### config.mk
export PLATFORM = sky130hd
export DESIGN_NAME = alu_operand_stage_flat
export DESIGN_NICKNAME = d
export VERILOG_FILES = /design/src/rtl/alu_pkg.sv /design/src/rtl/alu_operand_stage_if.sv /design/src/rtl/alu_operand_stage_fwd_mux.sv /design/src/rtl/alu_operand_stage.sv /design/src/flat_wrapper.sv
export SDC_FILE = /design/constraint.sdc
export NUM_CORES = 1
export LEC_CHECK = 0
export CAP_MARGIN = 40
export CORE_AREA = 2 2 122 124
export DETAILED_ROUTE_END_ITERATION = 10
export DIE_AREA = 0 0 124 126
export PLACE_DENSITY = 0.69
export RECOVER_POWER = 100
export SYNTH_ARGS = -nofsm -noshare
export SYNTH_HDL_FRONTEND = slang
export SYNTH_SLANG_ARGS = --single-unit
export TNS_END_PERCENT = 1
### constraint.sdc
create_clock -name clk -period 5.1 [get_ports clk]
set_input_delay 1.02 -clock clk [delete_from_list [all_inputs] [get_ports clk]]
set_output_delay 1.02 -clock clk [all_outputs]
set_load 0.02 [all_outputs]
### src/rtl/alu_pkg.sv
// Shared definitions for the ALU operand stage: opcodes and default widths.
package alu_pkg;

    localparam int XLEN_DEF   = 32;
    localparam int REG_AW_DEF = 5;

    localparam logic [2:0] ALU_ADD = 3'b000;
    localparam logic [2:0] ALU_SUB = 3'b001;
    localparam logic [2:0] ALU_AND = 3'b010;
    localparam logic [2:0] ALU_OR  = 3'b011;
    localparam logic [2:0] ALU_XOR = 3'b100;
    localparam logic [2:0] ALU_SLL = 3'b101;
    localparam logic [2:0] ALU_SRL = 3'b110;
    localparam logic [2:0] ALU_SLT = 3'b111;

endpackage

### src/rtl/alu_operand_stage_if.sv
// Decode-side and ALU-side bundle of the operand stage; slave = the stage itself.
interface alu_operand_stage_if import alu_pkg::*; #(
    parameter int XLEN   = XLEN_DEF,
    parameter int REG_AW = REG_AW_DEF
) ();
    logic              InValid;
    logic              InReady;
    logic [XLEN-1:0]   Rs1Data;
    logic [XLEN-1:0]   Rs2Data;
    logic [REG_AW-1:0] Rs1;
    logic [REG_AW-1:0] Rs2;
    logic [REG_AW-1:0] Rd;
    logic [XLEN-1:0]   Imm;
    logic              UseImm;
    logic              RegWrite;
    logic [2:0]        AluOp;
    logic              Flush;
    logic [XLEN-1:0]   ExResult;
    logic              WbWrite;
    logic [REG_AW-1:0] WbRd;
    logic [XLEN-1:0]   WbData;
    logic [XLEN-1:0]   A;
    logic [XLEN-1:0]   B;
    logic [2:0]        ALUControl;
    logic              OutValid;
    logic              OutReady;
    logic [REG_AW-1:0] OutRd;
    logic              OutRegWrite;

    modport master (
        output InValid, Rs1Data, Rs2Data, Rs1, Rs2, Rd, Imm, UseImm, RegWrite,
               AluOp, Flush, ExResult, WbWrite, WbRd, WbData, OutReady,
        input  InReady, A, B, ALUControl, OutValid, OutRd, OutRegWrite
    );

    modport slave (
        input  InValid, Rs1Data, Rs2Data, Rs1, Rs2, Rd, Imm, UseImm, RegWrite,
               AluOp, Flush, ExResult, WbWrite, WbRd, WbData, OutReady,
        output InReady, A, B, ALUControl, OutValid, OutRd, OutRegWrite
    );
endinterface

### src/rtl/alu_operand_stage_fwd_mux.sv
// Per-operand forwarding select: x0 -> 0, then EX result, then WB data, then register file.
module fwd_mux import alu_pkg::*; #(
    parameter int XLEN   = XLEN_DEF,
    parameter int REG_AW = REG_AW_DEF
) (
    input  logic [REG_AW-1:0] i_rs,
    input  logic [XLEN-1:0]   i_rf_data,
    input  logic              i_ex_fwd,
    input  logic [REG_AW-1:0] i_ex_rd,
    input  logic [XLEN-1:0]   i_ex_data,
    input  logic              i_wb_we,
    input  logic [REG_AW-1:0] i_wb_rd,
    input  logic [XLEN-1:0]   i_wb_data,
    output logic [XLEN-1:0]   o_data
);
    always_comb begin
        o_data = i_rf_data;
        if (i_rs == '0)
            o_data = '0;
        else if (i_ex_fwd && (i_ex_rd == i_rs))
            o_data = i_ex_data;
        else if (i_wb_we && (i_wb_rd == i_rs))
            o_data = i_wb_data;
    end
endmodule

### src/rtl/alu_operand_stage.sv
// Registered operand stage ahead of the ALU: forwarding, immediate select, valid/ready with flush.
module alu_operand_stage import alu_pkg::*; #(
    parameter int XLEN   = XLEN_DEF,
    parameter int REG_AW = REG_AW_DEF
) (
    input  logic             clk,
    input  logic             rst_n,
    alu_operand_stage_if.slave bus
);
    logic              r_valid;
    logic [XLEN-1:0]   r_a;
    logic [XLEN-1:0]   r_b;
    logic [2:0]        r_ctl;
    logic [REG_AW-1:0] r_rd;
    logic              r_rw;

    logic              w_in_ready;
    logic              w_capture;
    logic              w_handoff;
    logic              w_ex_fwd;
    logic [XLEN-1:0]   w_rs1_val;
    logic [XLEN-1:0]   w_rs2_val;
    logic [XLEN-1:0]   w_b_sel;

    assign w_in_ready = !bus.Flush && (!r_valid || bus.OutReady);
    assign w_capture  = bus.InValid && w_in_ready;
    assign w_handoff  = r_valid && bus.OutReady;
    // ExResult belongs to the held instruction, so it is only usable as it leaves
    assign w_ex_fwd   = w_handoff && r_rw;

    fwd_mux #(.XLEN(XLEN), .REG_AW(REG_AW)) u_fwd_rs1 (
        .i_rs      (bus.Rs1),
        .i_rf_data (bus.Rs1Data),
        .i_ex_fwd  (w_ex_fwd),
        .i_ex_rd   (r_rd),
        .i_ex_data (bus.ExResult),
        .i_wb_we   (bus.WbWrite),
        .i_wb_rd   (bus.WbRd),
        .i_wb_data (bus.WbData),
        .o_data    (w_rs1_val)
    );

    fwd_mux #(.XLEN(XLEN), .REG_AW(REG_AW)) u_fwd_rs2 (
        .i_rs      (bus.Rs2),
        .i_rf_data (bus.Rs2Data),
        .i_ex_fwd  (w_ex_fwd),
        .i_ex_rd   (r_rd),
        .i_ex_data (bus.ExResult),
        .i_wb_we   (bus.WbWrite),
        .i_wb_rd   (bus.WbRd),
        .i_wb_data (bus.WbData),
        .o_data    (w_rs2_val)
    );

    assign w_b_sel = bus.UseImm ? bus.Imm : w_rs2_val;

    // Flush only drops the valid bit; data regs keep their last contents for debug
    always_ff @(posedge clk or negedge rst_n) begin
        if (!rst_n) begin
            r_valid <= 1'b0;
            r_a     <= '0;
            r_b     <= '0;
            r_ctl   <= ALU_ADD;
            r_rd    <= '0;
            r_rw    <= 1'b0;
        end else if (bus.Flush) begin
            r_valid <= 1'b0;
        end else if (w_capture) begin
            r_valid <= 1'b1;
            r_a     <= w_rs1_val;
            r_b     <= w_b_sel;
            r_ctl   <= bus.AluOp;
            r_rd    <= bus.Rd;
            r_rw    <= bus.RegWrite && (bus.Rd != '0);
        end else if (w_handoff) begin
            r_valid <= 1'b0;
        end
    end

    assign bus.InReady     = w_in_ready;
    assign bus.OutValid    = r_valid;
    assign bus.A           = r_a;
    assign bus.B           = r_b;
    assign bus.ALUControl  = r_ctl;
    assign bus.OutRd       = r_rd;
    assign bus.OutRegWrite = r_rw;
endmodule

### src/flat_wrapper.sv
// flat-port wrapper written by rule: the top's interface ports become plain ports
module alu_operand_stage_flat import alu_pkg::*;
#(
    parameter int XLEN   = XLEN_DEF,
    parameter int REG_AW = REG_AW_DEF
)
  (clk, rst_n, bus_InValid, bus_Rs1Data, bus_Rs2Data, bus_Rs1, bus_Rs2, bus_Rd, bus_Imm, bus_UseImm, bus_RegWrite, bus_AluOp, bus_Flush, bus_ExResult, bus_WbWrite, bus_WbRd, bus_WbData, bus_OutReady, bus_InReady, bus_A, bus_B, bus_ALUControl, bus_OutValid, bus_OutRd, bus_OutRegWrite);
  alu_operand_stage_if #(.XLEN(XLEN), .REG_AW(REG_AW)) bus_i ();
  input  logic clk;
  input  logic rst_n;
  input wire logic [$bits(bus_i.InValid)-1:0] bus_InValid;
  input wire logic [$bits(bus_i.Rs1Data)-1:0] bus_Rs1Data;
  input wire logic [$bits(bus_i.Rs2Data)-1:0] bus_Rs2Data;
  input wire logic [$bits(bus_i.Rs1)-1:0] bus_Rs1;
  input wire logic [$bits(bus_i.Rs2)-1:0] bus_Rs2;
  input wire logic [$bits(bus_i.Rd)-1:0] bus_Rd;
  input wire logic [$bits(bus_i.Imm)-1:0] bus_Imm;
  input wire logic [$bits(bus_i.UseImm)-1:0] bus_UseImm;
  input wire logic [$bits(bus_i.RegWrite)-1:0] bus_RegWrite;
  input wire logic [$bits(bus_i.AluOp)-1:0] bus_AluOp;
  input wire logic [$bits(bus_i.Flush)-1:0] bus_Flush;
  input wire logic [$bits(bus_i.ExResult)-1:0] bus_ExResult;
  input wire logic [$bits(bus_i.WbWrite)-1:0] bus_WbWrite;
  input wire logic [$bits(bus_i.WbRd)-1:0] bus_WbRd;
  input wire logic [$bits(bus_i.WbData)-1:0] bus_WbData;
  input wire logic [$bits(bus_i.OutReady)-1:0] bus_OutReady;
  output wire logic [$bits(bus_i.InReady)-1:0] bus_InReady;
  output wire logic [$bits(bus_i.A)-1:0] bus_A;
  output wire logic [$bits(bus_i.B)-1:0] bus_B;
  output wire logic [$bits(bus_i.ALUControl)-1:0] bus_ALUControl;
  output wire logic [$bits(bus_i.OutValid)-1:0] bus_OutValid;
  output wire logic [$bits(bus_i.OutRd)-1:0] bus_OutRd;
  output wire logic [$bits(bus_i.OutRegWrite)-1:0] bus_OutRegWrite;
  assign bus_i.InValid = bus_InValid;
  assign bus_i.Rs1Data = bus_Rs1Data;
  assign bus_i.Rs2Data = bus_Rs2Data;
  assign bus_i.Rs1 = bus_Rs1;
  assign bus_i.Rs2 = bus_Rs2;
  assign bus_i.Rd = bus_Rd;
  assign bus_i.Imm = bus_Imm;
  assign bus_i.UseImm = bus_UseImm;
  assign bus_i.RegWrite = bus_RegWrite;
  assign bus_i.AluOp = bus_AluOp;
  assign bus_i.Flush = bus_Flush;
  assign bus_i.ExResult = bus_ExResult;
  assign bus_i.WbWrite = bus_WbWrite;
  assign bus_i.WbRd = bus_WbRd;
  assign bus_i.WbData = bus_WbData;
  assign bus_i.OutReady = bus_OutReady;
  assign bus_InReady = bus_i.InReady;
  assign bus_A = bus_i.A;
  assign bus_B = bus_i.B;
  assign bus_ALUControl = bus_i.ALUControl;
  assign bus_OutValid = bus_i.OutValid;
  assign bus_OutRd = bus_i.OutRd;
  assign bus_OutRegWrite = bus_i.OutRegWrite;
  alu_operand_stage #(.XLEN(XLEN), .REG_AW(REG_AW)) u_core (.clk(clk), .rst_n(rst_n), .bus(bus_i));
endmodule
==> impl_metrics.csv, run 1 <==
group,metric,value,unit
status,run_status,"finished, violations left",
status,failed_checks,"max-capacitance violations, max-slew violations",
yosys,yosys_warnings,0,
pwr,powerDensity,262.2,nW/um^2
placement,place_inst,934,
timing,finClkSkew,0.006624,ns
yosys,ys_types,32,
grt,use_met3,5.072,%
grt,grt_most_used_layer,"met2",
grt,grt-ovfl-total,0,
worst_setup_path,critPathMaxFanout,3,
yosys,synth_edf_count,0,
detailed_routing,drc,0,
grt,grt_use_total,25.07,%
clock_tree,cts_resized,0,
timing,drv_slew,110,
yosys,yosysSeqAreaShare,39.73,%
clock_tree,postCtsHoldBufs,0,
detailed_routing,vias,5258,
yosys,synth_area,4661,um^2
timing,worstMarginPinSlew,2.160,ns
min_path,hp-class,"flop to flop",
timing,fin_tns_setup,0,ns
detailed_routing,post_drt_wl_per_cell,20.92,um
timing,hold_viol_final,0,
flow_run,cap_violations,2,
layout,num-nets-final,952,
layout,instances_no_fill,949,
yosys,syn_nets,716,
layout,layout_common_cells,"187 x clkdlybuf4s50_1, 76 x dlygate4sd3_1, 74 x dfrtp_1",
worst_setup_path,arrival,2.45,ns
timing,rsz0062_at_grt,"false",
clock_tree,htree_levels,3,
worst_setup_path,cpLargestDelayFamily,"buffers and inverters",
timing,fin_crit_sh,68.07,%
worst_setup_path,crit_required,4.08,ns
grt,antenna_found_initial,0,
detailed_routing,firstDrtPassIters,5,
detailed_routing,vias_per_cell,5.541,
worst_setup_path,cp-end-kind,"output port",
worst_setup_path,crit_path_top_delay_cell,"dlygate4sd3_1",
timing,slew_headroom,-44.00,%
yosys,yosys.area.top_type_share,39.73,%
yosys,synthTopCellsByArea,"dfrtp_1 40%, a221oi_2 9.7%, a221oi_1 6.4%, nor2_1 5.6%, o31ai_1 5.2%",
detailed_routing,drt_iter0_markers,464,
pwr,leakagePower,2.965,nW
detailed_routing,routed_wl,19850,um
layout,final_common_cell,"clkdlybuf4s50_1",
pwr,ir_drop,0.1241,mV
yosys,syn_avg_cell_area,8.878,um^2
worst_setup_path,cp_slowest_stage_delay,0.64,ns
floorplanning,io_pins,266,
layout,nFillCells,1339,
placement,port_buffers,265,
placement,gp_congestion,0.8266,
floorplanning,rows,44,
worst_setup_path,crit_path_start_kind,"input pin",
yosys,synth_cells,525,
clock_tree,clk_path_buf_depth,2,
grt,grt_max_degree,75,
grt,grt_pass1_vias,5632,
clock_tree,post_cts_buffers,0,
floorplanning,fp.dieH,126,um
worst_setup_path,crit_chain,"dlygate4sd3_1 > nor2b_1 > nor2_1 > dlygate4sd3_1",
timing,fin_crit,3.472,ns
yosys,ys_async_sr_fraction,100.0,%
worst_setup_path,critical_path_class,"input pin to output port",
clock_tree,cts_sinks,74,
floorplanning,dieWidth,124,um
yosys,yosysTopAreaCell,"dfrtp_1",
pwr,finalPower,2.021,mW
layout,syn_to_final_growth,65.42,%
worst_setup_path,crit_buf_inv,2,
floorplanning,fp.coreArea,14310,um^2
layout,antenna_cells,0,
worst_setup_path,cp_common_cell,"dlygate4sd3_1",
clock_tree,cts_root_buffer,"clkbuf_16",
clock_tree,cts_buffers,9,
floorplanning,start_util,32.56,%
grt,grt_pass1_wl,30150,um
grt,grt_use_met2,44.38,%
placement,dp_hpwl,14000,um
clock_tree,cts_tree,"yes",
timing,setup_viol,0,
layout,post_route_cells_drive_above_1_share,8.758,%
yosys,synth-seq-cells,74,
yosys,ys.flop_type,"dfrtp_1",
detailed_routing,antenna_left,0,
timing,max_freq,288.1,MHz
clock_tree,clk_pin_slew,0.05,ns
floorplanning,die_area,15620,um^2
grt,grt.met1_usage,30.15,%
clock_tree,clk_latency,0.33,ns
[per-stage QoR]
stage | cell area [um^2] | utilization, % | worst slack (ns) | hold slack, ns
after floorplan | 4661 | - | 2.580 | 0.5894
after detailed placement | 7462 | 52.13 | 1.661 | 0.4654
after global routing | 7710 | 53.86 | 1.588 | 0.5006
after global placement | 7368 | 51.48 | 1.575 | 0.4604
final | 7710 | 53.86 | 1.628 | 0.4682
after CTS | 7716 | 53.91 | 1.794 | 0.4770
[sequential cells by signal (all words and copies together) (netlist names)]
signal / cells
u_core.bus.ALUControl: 3
u_core.bus.A: 32
u_core.bus.OutRegWrite: 1
u_core.bus.OutValid: 1
u_core.bus.B: 32
u_core.bus.OutRd: 5
[area by class of cell]
cell class / instances / area (um^2) / area share [%]
repair buffers: 278 / 2793 / 36.22
multi-input cells: 396 / 2574 / 33.38
flip-flops and latches: 74 / 1852 / 24.02
clock buffers: 12 / 236.5 / 3.067
well taps: 184 / 230.2 / 2.986
clock inverters: 3 / 17.52 / 0.2272
inverters: 2 / 7.507 / 0.09737
[layer usage]
| metal | share of wire, % | vias up |
|---|---|---|
| met2 | 51 | 258 |
| met5 | 0 | - |
| li1 | - | 2423 |
| met1 | 39 | 2548 |
| met4 | 1.7 | 0 |
| met3 | 8.4 | 29 |
[worst reg2reg max path, cell delays in order, from the launching register on]
cell,delay (ns)
dfrtp_1,0.37
nand2b_1,0.12
nand3_4,0.11
clkbuf_2,1.22
o21ai_0,0.28
[path summary, 6_finish.rpt]
check                                    start  slack [ns]                     end  depth (start not counted)
max in group asynchronous                rst_n        2.54        u_core.bus.A[29]                          1
min in group asynchronous                rst_n        1.32         u_core.bus.B[1]                          1
min                           u_core.bus.A[29]        0.47        u_core.bus.A[29]                          2
max reg2reg                u_core.bus.OutValid        2.82  u_core.bus.OutRegWrite                          4
min reg2reg                   u_core.bus.A[29]        0.47        u_core.bus.A[29]                          2
max                               bus_OutReady        1.63             bus_InReady                          4
[cells by family (layout without fill, tap and decap cells)]
family | Yosys count | in the layout | share of synthesized area, %
compound gates | 195 | 195 | 32.70
flops | 74 | 74 | 39.73
simple gates | 181 | 181 | 17.50
xor+xnor | 20 | 20 | 3.758
buf+inv | 55 | 295 | 6.309
[power breakdown]
| part | internal [mW] | switching (mW) | total (mW) |
|---|---|---|---|
| clock network | 0.326 | 0.243 | 0.568 |
| registers | 0.680 | 0.0567 | 0.737 |
| logic | 0.362 | 0.354 | 0.716 |
| total | 1.37 | 0.653 | 2.02 |
[Yosys cell counts, types with 2 or more instances]
| master | n |
|---|---|
| buf_1 | 3 |
| clkbuf_8 | 2 |
| clkbuf_1 | 40 |
| inv_1 | 2 |
| buf_2 | 3 |
| dfrtp_1 | 74 |
| and3_1 | 2 |
| nor2_1 | 70 |
| or4_1 | 3 |
| buf_6 | 2 |
| nor3_1 | 2 |
| and2_1 | 32 |
| buf_12 | 3 |
| o22ai_1 | 32 |
| a221oi_2 | 30 |
| xnor2_1 | 16 |
| a21oi_1 | 32 |
| o31ai_1 | 32 |
| nand3_1 | 3 |
| xor2_1 | 4 |
| a221oi_1 | 34 |
| o21ai_0 | 34 |
| nand2_1 | 61 |
No activity file was read; power rests on OpenSTA's default activity.
==> run 2, diff against run 1 <==
- PLACE_DENSITY: 0.69 -> 0.72
- clock period: 5.1 -> 2.85 ns (I/O delays scaled with it)
==> impl_metrics.csv, run 2 (synthesized netlist as in run 1, its figures left out) <==
group,metric,value,unit
status,run_status,"finished, violations left",
status,failed_checks,"max-capacitance violations, max-slew violations",
clock_tree,cts_root_buffer,"clkbuf_16",
clock_tree,post_cts_buffers,0,
layout,instances_no_fill,963,
grt,grt_pass1_vias,5722,
detailed_routing,routed_wl,20330,um
floorplanning,io_pins,266,
clock_tree,htree_levels,3,
pwr,switching_share,31.81,%
layout,post_route_cells_drive_above_1_share,8.087,%
layout,antenna_cells,0,
detailed_routing,vias,5556,
pwr,pwr-share-clk,30.9,%
timing,max_freq,390.8,MHz
pwr,p_switching,1.195,mW
layout,nFillCells,1290,
timing,fin_worst_hold_slack,0.1971,ns
worst_setup_path,arrival,2.77,ns
layout,final_common_cell,"clkdlybuf4s50_1",
worst_setup_path,critPathMaxFanout,17,
clock_tree,clk_pin_slew,0.06,ns
timing,fin_crit_sh,89.77,%
timing,hold_viol_final,0,
layout,layout_common_cells,"187 x clkdlybuf4s50_1, 76 x dlygate4sd3_1, 74 x dfrtp_1",
clock_tree,clk_path_buf_depth,2,
placement,gp_congestion,0.9682,
grt,grt_use_total,25.33,%
worst_setup_path,crit_path_top_delay_cell,"dlygate4sd3_1",
worst_setup_path,crit_path_start_kind,"input pin",
layout,seq_area,1852,um^2
pwr,power_frac_comb,33.8,%
worst_setup_path,rr_worst_depth,6,
placement,port_buffers,265,
timing,slew_headroom,-15.07,%
worst_setup_path,critical_path_class,"input pin to flop",
timing,drv_slew,38,
placement,place_inst,947,
layout,multi_input_area,2442,um^2
timing,setup_viol,0,
worst_setup_path,cp-end-kind,"flop",
layout,num-nets-final,965,
pwr,powerDensity,485.3,nW/um^2
floorplanning,fp.coreArea,14310,um^2
worst_setup_path,cp_slowest_stage_delay,0.60,ns
floorplanning,fp.dieH,126,um
timing,worstMarginPinSlew,1.723,ns
clock_tree,cts_tree,"yes",
detailed_routing,post_drt_wl_per_cell,21.11,um
pwr,finalPower,3.758,mW
clock_tree,clk_latency,0.33,ns
clock_tree,cts_buffers,9,
floorplanning,rows,44,
floorplanning,dieWidth,124,um
detailed_routing,vias_per_cell,5.769,
timing,fin_crit,2.559,ns
placement,dp_hpwl,14370,um
timing,rsz0062_at_grt,"false",
min_path,hp-class,"input pin to asynchronous set/reset pin",
floorplanning,start_util,32.56,%
timing,fin_tns_setup,0,ns
layout,syn_to_final_growth,66.12,%
layout,final_core_util,54.09,%
clock_tree,cts_resized,0,
flow_run,cap_violations,1,
detailed_routing,antenna_left,0,
detailed_routing,firstDrtPassIters,5,
grt,grt-ovfl-total,0,
worst_setup_path,crit_chain,"dlygate4sd3_1 > xnor2_1 > nand3_1 > or4_4 > buf_12 > a221oi_1 > o22ai_1",
floorplanning,die_area,15620,um^2
pwr,power_frac_seq,35.3,%
detailed_routing,drc,0,
clock_tree,postCtsHoldBufs,0,
pwr,leakagePower,3.070,nW
grt,antenna_found_initial,0,
worst_setup_path,crit_required,3.06,ns
pwr,p_int,2.562,mW
grt,grt_pass1_wl,30500,um
pwr,ir_drop,0.2434,mV
timing,finClkSkew,0.009450,ns
detailed_routing,drt_iter0_markers,463,
grt,grt_max_degree,75,
clock_tree,cts_sinks,74,
[run 2: final timing paths]
| path | startpoint | end | slack [ns] |
|---|---|---|---|
| max | bus_Rs2[0] | u_core.bus.B[27] | 0.29 |
| min | rst_n | u_core.bus.ALUControl[0] | 0.20 |
| max reg2reg | u_core.bus.OutRd[3] | u_core.bus.A[28] | 0.74 |
| min reg2reg | u_core.bus.A[19] | u_core.bus.A[19] | 0.47 |
| max in group asynchronous | rst_n | u_core.bus.OutRd[1] | 0.59 |
| min in group clk | u_core.bus.A[19] | u_core.bus.A[19] | 0.47 |
[run 2: power groups by stage]
stage | sequential [mW] | combinational, mW | clock (mW)
final | 1.33 | 1.27 | 1.16
after global routing | 1.34 | 1.36 | 1.23
after CTS | 1.33 | 1.35 | 1.18
after detailed placement | 1.35 | 1.35 | 0
after global placement | 1.35 | 1.33 | 0
after floorplan | 1.53 | 0.363 | 0
[run 2: cell type report]
cell class / count / share of cell area, %
Clock buffer: 10 / 3.087
Clock inverter: 6 / 0.8403
Inverter: 2 / 0.09696
Tap cell: 184 / 2.973
Multi-Input combinational cell: 396 / 31.54
Timing Repair Buffer: 291 / 37.54
Sequential cell: 74 / 23.92
[run 2: through the flow]
step / instance area, um^2 / worst slack, ns
2_1_floorplan: 4661 / 0.7795
3_3_place_gp: 7571 / 0.09135
3_5_place_dp: 7582 / 0.1184
4_1_cts: 7886 / 0.3836
5_1_grt: 7742 / 0.1661
6_report: 7742 / 0.2914
[run 2: layer usage]
| metal | GRT usage [%] | wire length, um |
|---|---|---|
| met1 | 32.27 | 7760 |
| met2 | 42.11 | 9802 |
| met3 | 4.529 | 2166 |
| met4 | 10.38 | 600 |
| met5 | 0 | 0 |
[run 2: worst max-delay path: cells and delay by family]
family / cells / cell delay [ns]
buffers and inverters: 2 / 0.79
and+or+nand+nor: 2 / 0.73
AOI/OAI and AO/OA: 2 / 0.50
xor gates and xnor gates: 1 / 0.17
==> run 3, diff against run 2 <==
- PLACE_DENSITY: 0.72 -> 0.69
- clock period: 2.85 -> 2.9 ns (I/O delays scaled with it)
==> impl_metrics.csv, run 3 (synthesized netlist as in run 1, its figures left out) <==
group,metric,value,unit
detailed_routing,drt_iter0_markers,487,
detailed_routing,firstDrtPassIters,5,
status,failed_checks,"max-capacitance violations, max-slew violations",
detailed_routing,post_drt_wl_per_cell,21.12,um
detailed_routing,vias_per_cell,5.650,
clock_tree,cts_resized,0,
layout,post_route_cells_drive_above_1_share,7.088,%
layout,final_common_cell,"clkdlybuf4s50_1",
grt,grt_use_total,25.56,%
worst_setup_path,r2r-end,"u_core.bus.B[2]",
worst_setup_path,critical_path_class,"input pin to flop",
clock_tree,postCtsHoldBufs,0,
min_path,hp-start,"u_core.bus.A[8]",
grt,antenna_found_initial,0,
grt,grt-ovfl-total,0,
layout,syn_to_final_growth,64.97,%
grt,grt_pass1_wl,30570,um
floorplanning,rows,44,
placement,place_inst,945,
timing,fin_tns_setup,0,ns
grt,grt.met1_usage,30.73,%
floorplanning,die_area,15620,um^2
worst_setup_path,cp_slowest_stage_delay,0.61,ns
layout,layout_common_cells,"185 x clkdlybuf4s50_1, 78 x dlygate4sd3_1, 74 x dfrtp_1",
pwr,powerDensity,485.0,nW/um^2
worst_setup_path,cp-end-kind,"flop",
grt,use_met3,5.480,%
timing,slew_headroom,-3.516,%
timing,hold_viol_final,0,
clock_tree,clk_pin_slew,0.06,ns
floorplanning,io_pins,266,
grt,grt_max_degree,75,
placement,dp_hpwl,14440,um
pwr,finalPower,3.729,mW
worst_setup_path,arrival,2.84,ns
placement,port_buffers,265,
layout,instances_no_fill,960,
worst_setup_path,crit_path_start_kind,"input pin",
detailed_routing,antenna_left,0,
min_path,holdPathStages,2,
grt,grt_pass1_vias,5729,
clock_tree,cts_root_buffer,"clkbuf_16",
placement,gp_congestion,0.9044,
timing,setup_viol,0,
layout,antenna_cells,0,
timing,worstMarginPinSlew,1.553,ns
grt,grt_most_used_layer,"met2",
floorplanning,dieWidth,124,um
clock_tree,clk_path_buf_depth,2,
worst_setup_path,critPathMaxFanout,15,
timing,finClkSkew,0.009184,ns
worst_setup_path,crit_buf_inv,2,
floorplanning,fp.coreArea,14310,um^2
flow_run,cap_violations,1,
detailed_routing,vias,5424,
grt,grt_use_met2,42.79,%
worst_setup_path,cpLargestDelayFamily,"buffers and inverters",
floorplanning,fp.dieH,126,um
worst_setup_path,crit_path_top_delay_cell,"dlygate4sd3_1",
timing,drv_slew,23,
min_path,min_to,"u_core.bus.A[8]",
floorplanning,start_util,32.56,%
timing,fin_crit,2.631,ns
worst_setup_path,rr_worst_depth,5,
worst_setup_path,rrSetupSlack,0.97,ns
clock_tree,cts_buffers,9,
timing,fin_crit_sh,90.73,%
status,run_status,"finished, violations left",
clock_tree,cts_tree,"yes",
clock_tree,post_cts_buffers,0,
pwr,ir_drop,0.2203,mV
detailed_routing,drc,0,
timing,rsz0062_at_grt,"false",
worst_setup_path,crit_required,3.11,ns
detailed_routing,routed_wl,20280,um
min_path,hp-class,"flop to flop",
clock_tree,cts_sinks,74,
clock_tree,clk_latency,0.34,ns
timing,max_freq,380.1,MHz
pwr,leakagePower,3.051,nW
clock_tree,htree_levels,3,
worst_setup_path,reg2reg_from,"u_core.bus.OutRd[2]",
layout,num-nets-final,963,
worst_setup_path,crit_chain,"dlygate4sd3_1 > xnor2_1 > nand3_1 > or4_4 > buf_12 > a221oi_1 > o22ai_1",
[run 3: cell count changes in the layout (fill, tap and decap cells not counted), moves of 2 or more]
cell and change:
a221oi_2 -5, dlygate4sd3_1 +2, buf_12 -2, a221oi_1 +5, clkdlybuf4s50_1 -2
[run 3: routing by layer]
metal  routed length [um]  part of all wire [%]
met5                    0                     0
met4                  689                   3.4
met3                 2030                    10
met2                 9908                    49
met1                 7651                    38
[run 3: power by group]
part | leakage (nW) | switching, mW | total [mW] | internal, mW
sequential | 0.882 | 0.108 | 1.30 | 1.20
combinational | 2.02 | 0.610 | 1.24 | 0.627
clock | 0.151 | 0.444 | 1.19 | 0.744
total | 3.05 | 1.16 | 3.73 | 2.57
[run 3: area by class of cell]
| class | count | area, um^2 |
|---|---|---|
| Clock inverter | 6 | 82.58 |
| Timing Repair Buffer | 289 | 2880 |
| Tap cell | 184 | 230.2 |
| Multi-Input combinational cell | 396 | 2411 |
| Inverter | 2 | 7.507 |
| Sequential cell | 74 | 1852 |
| Clock buffer | 9 | 225.2 |
| Fill cell | 1328 | 6625 |
[run 3: worst max path at each step]
stage,start,end,slack [ns],depth (start not counted)
after global routing,bus_Rs2[2],u_core.bus.B[10],0.24,7
after floorplan,bus_Rs2[2],u_core.bus.B[10],0.82,7
after CTS,bus_Rs2[2],u_core.bus.B[31],0.47,7
final,bus_Rs2[2],u_core.bus.B[21],0.27,7
after detailed placement,bus_Rs2[2],u_core.bus.B[31],0.13,7
after global placement,bus_OutReady,u_core.bus.B[31],0.07,7
[run 3: worst reg2reg max path, stage by stage (launching register included)]
cell and delay (ns):
dfrtp_1 0.43, xnor2_1 0.17, nand4_1 0.18, or2_2 0.59, o21ai_0 0.33, o22ai_1 0.11
[run 3: through the flow]
step	cell area, um^2	hold slack (ns)	setup WS [ns]	util, %
2_1_floorplan	4661	0.2844	0.8195	-
3_3_place_gp	7511	0.4614	0.07488	52.47
3_5_place_dp	7550	0.4658	0.1261	52.74
4_1_cts	7858	0.1432	0.4682	54.90
5_1_grt	7689	0.5051	0.2387	53.72
6_report	7689	0.4685	0.2688	53.72
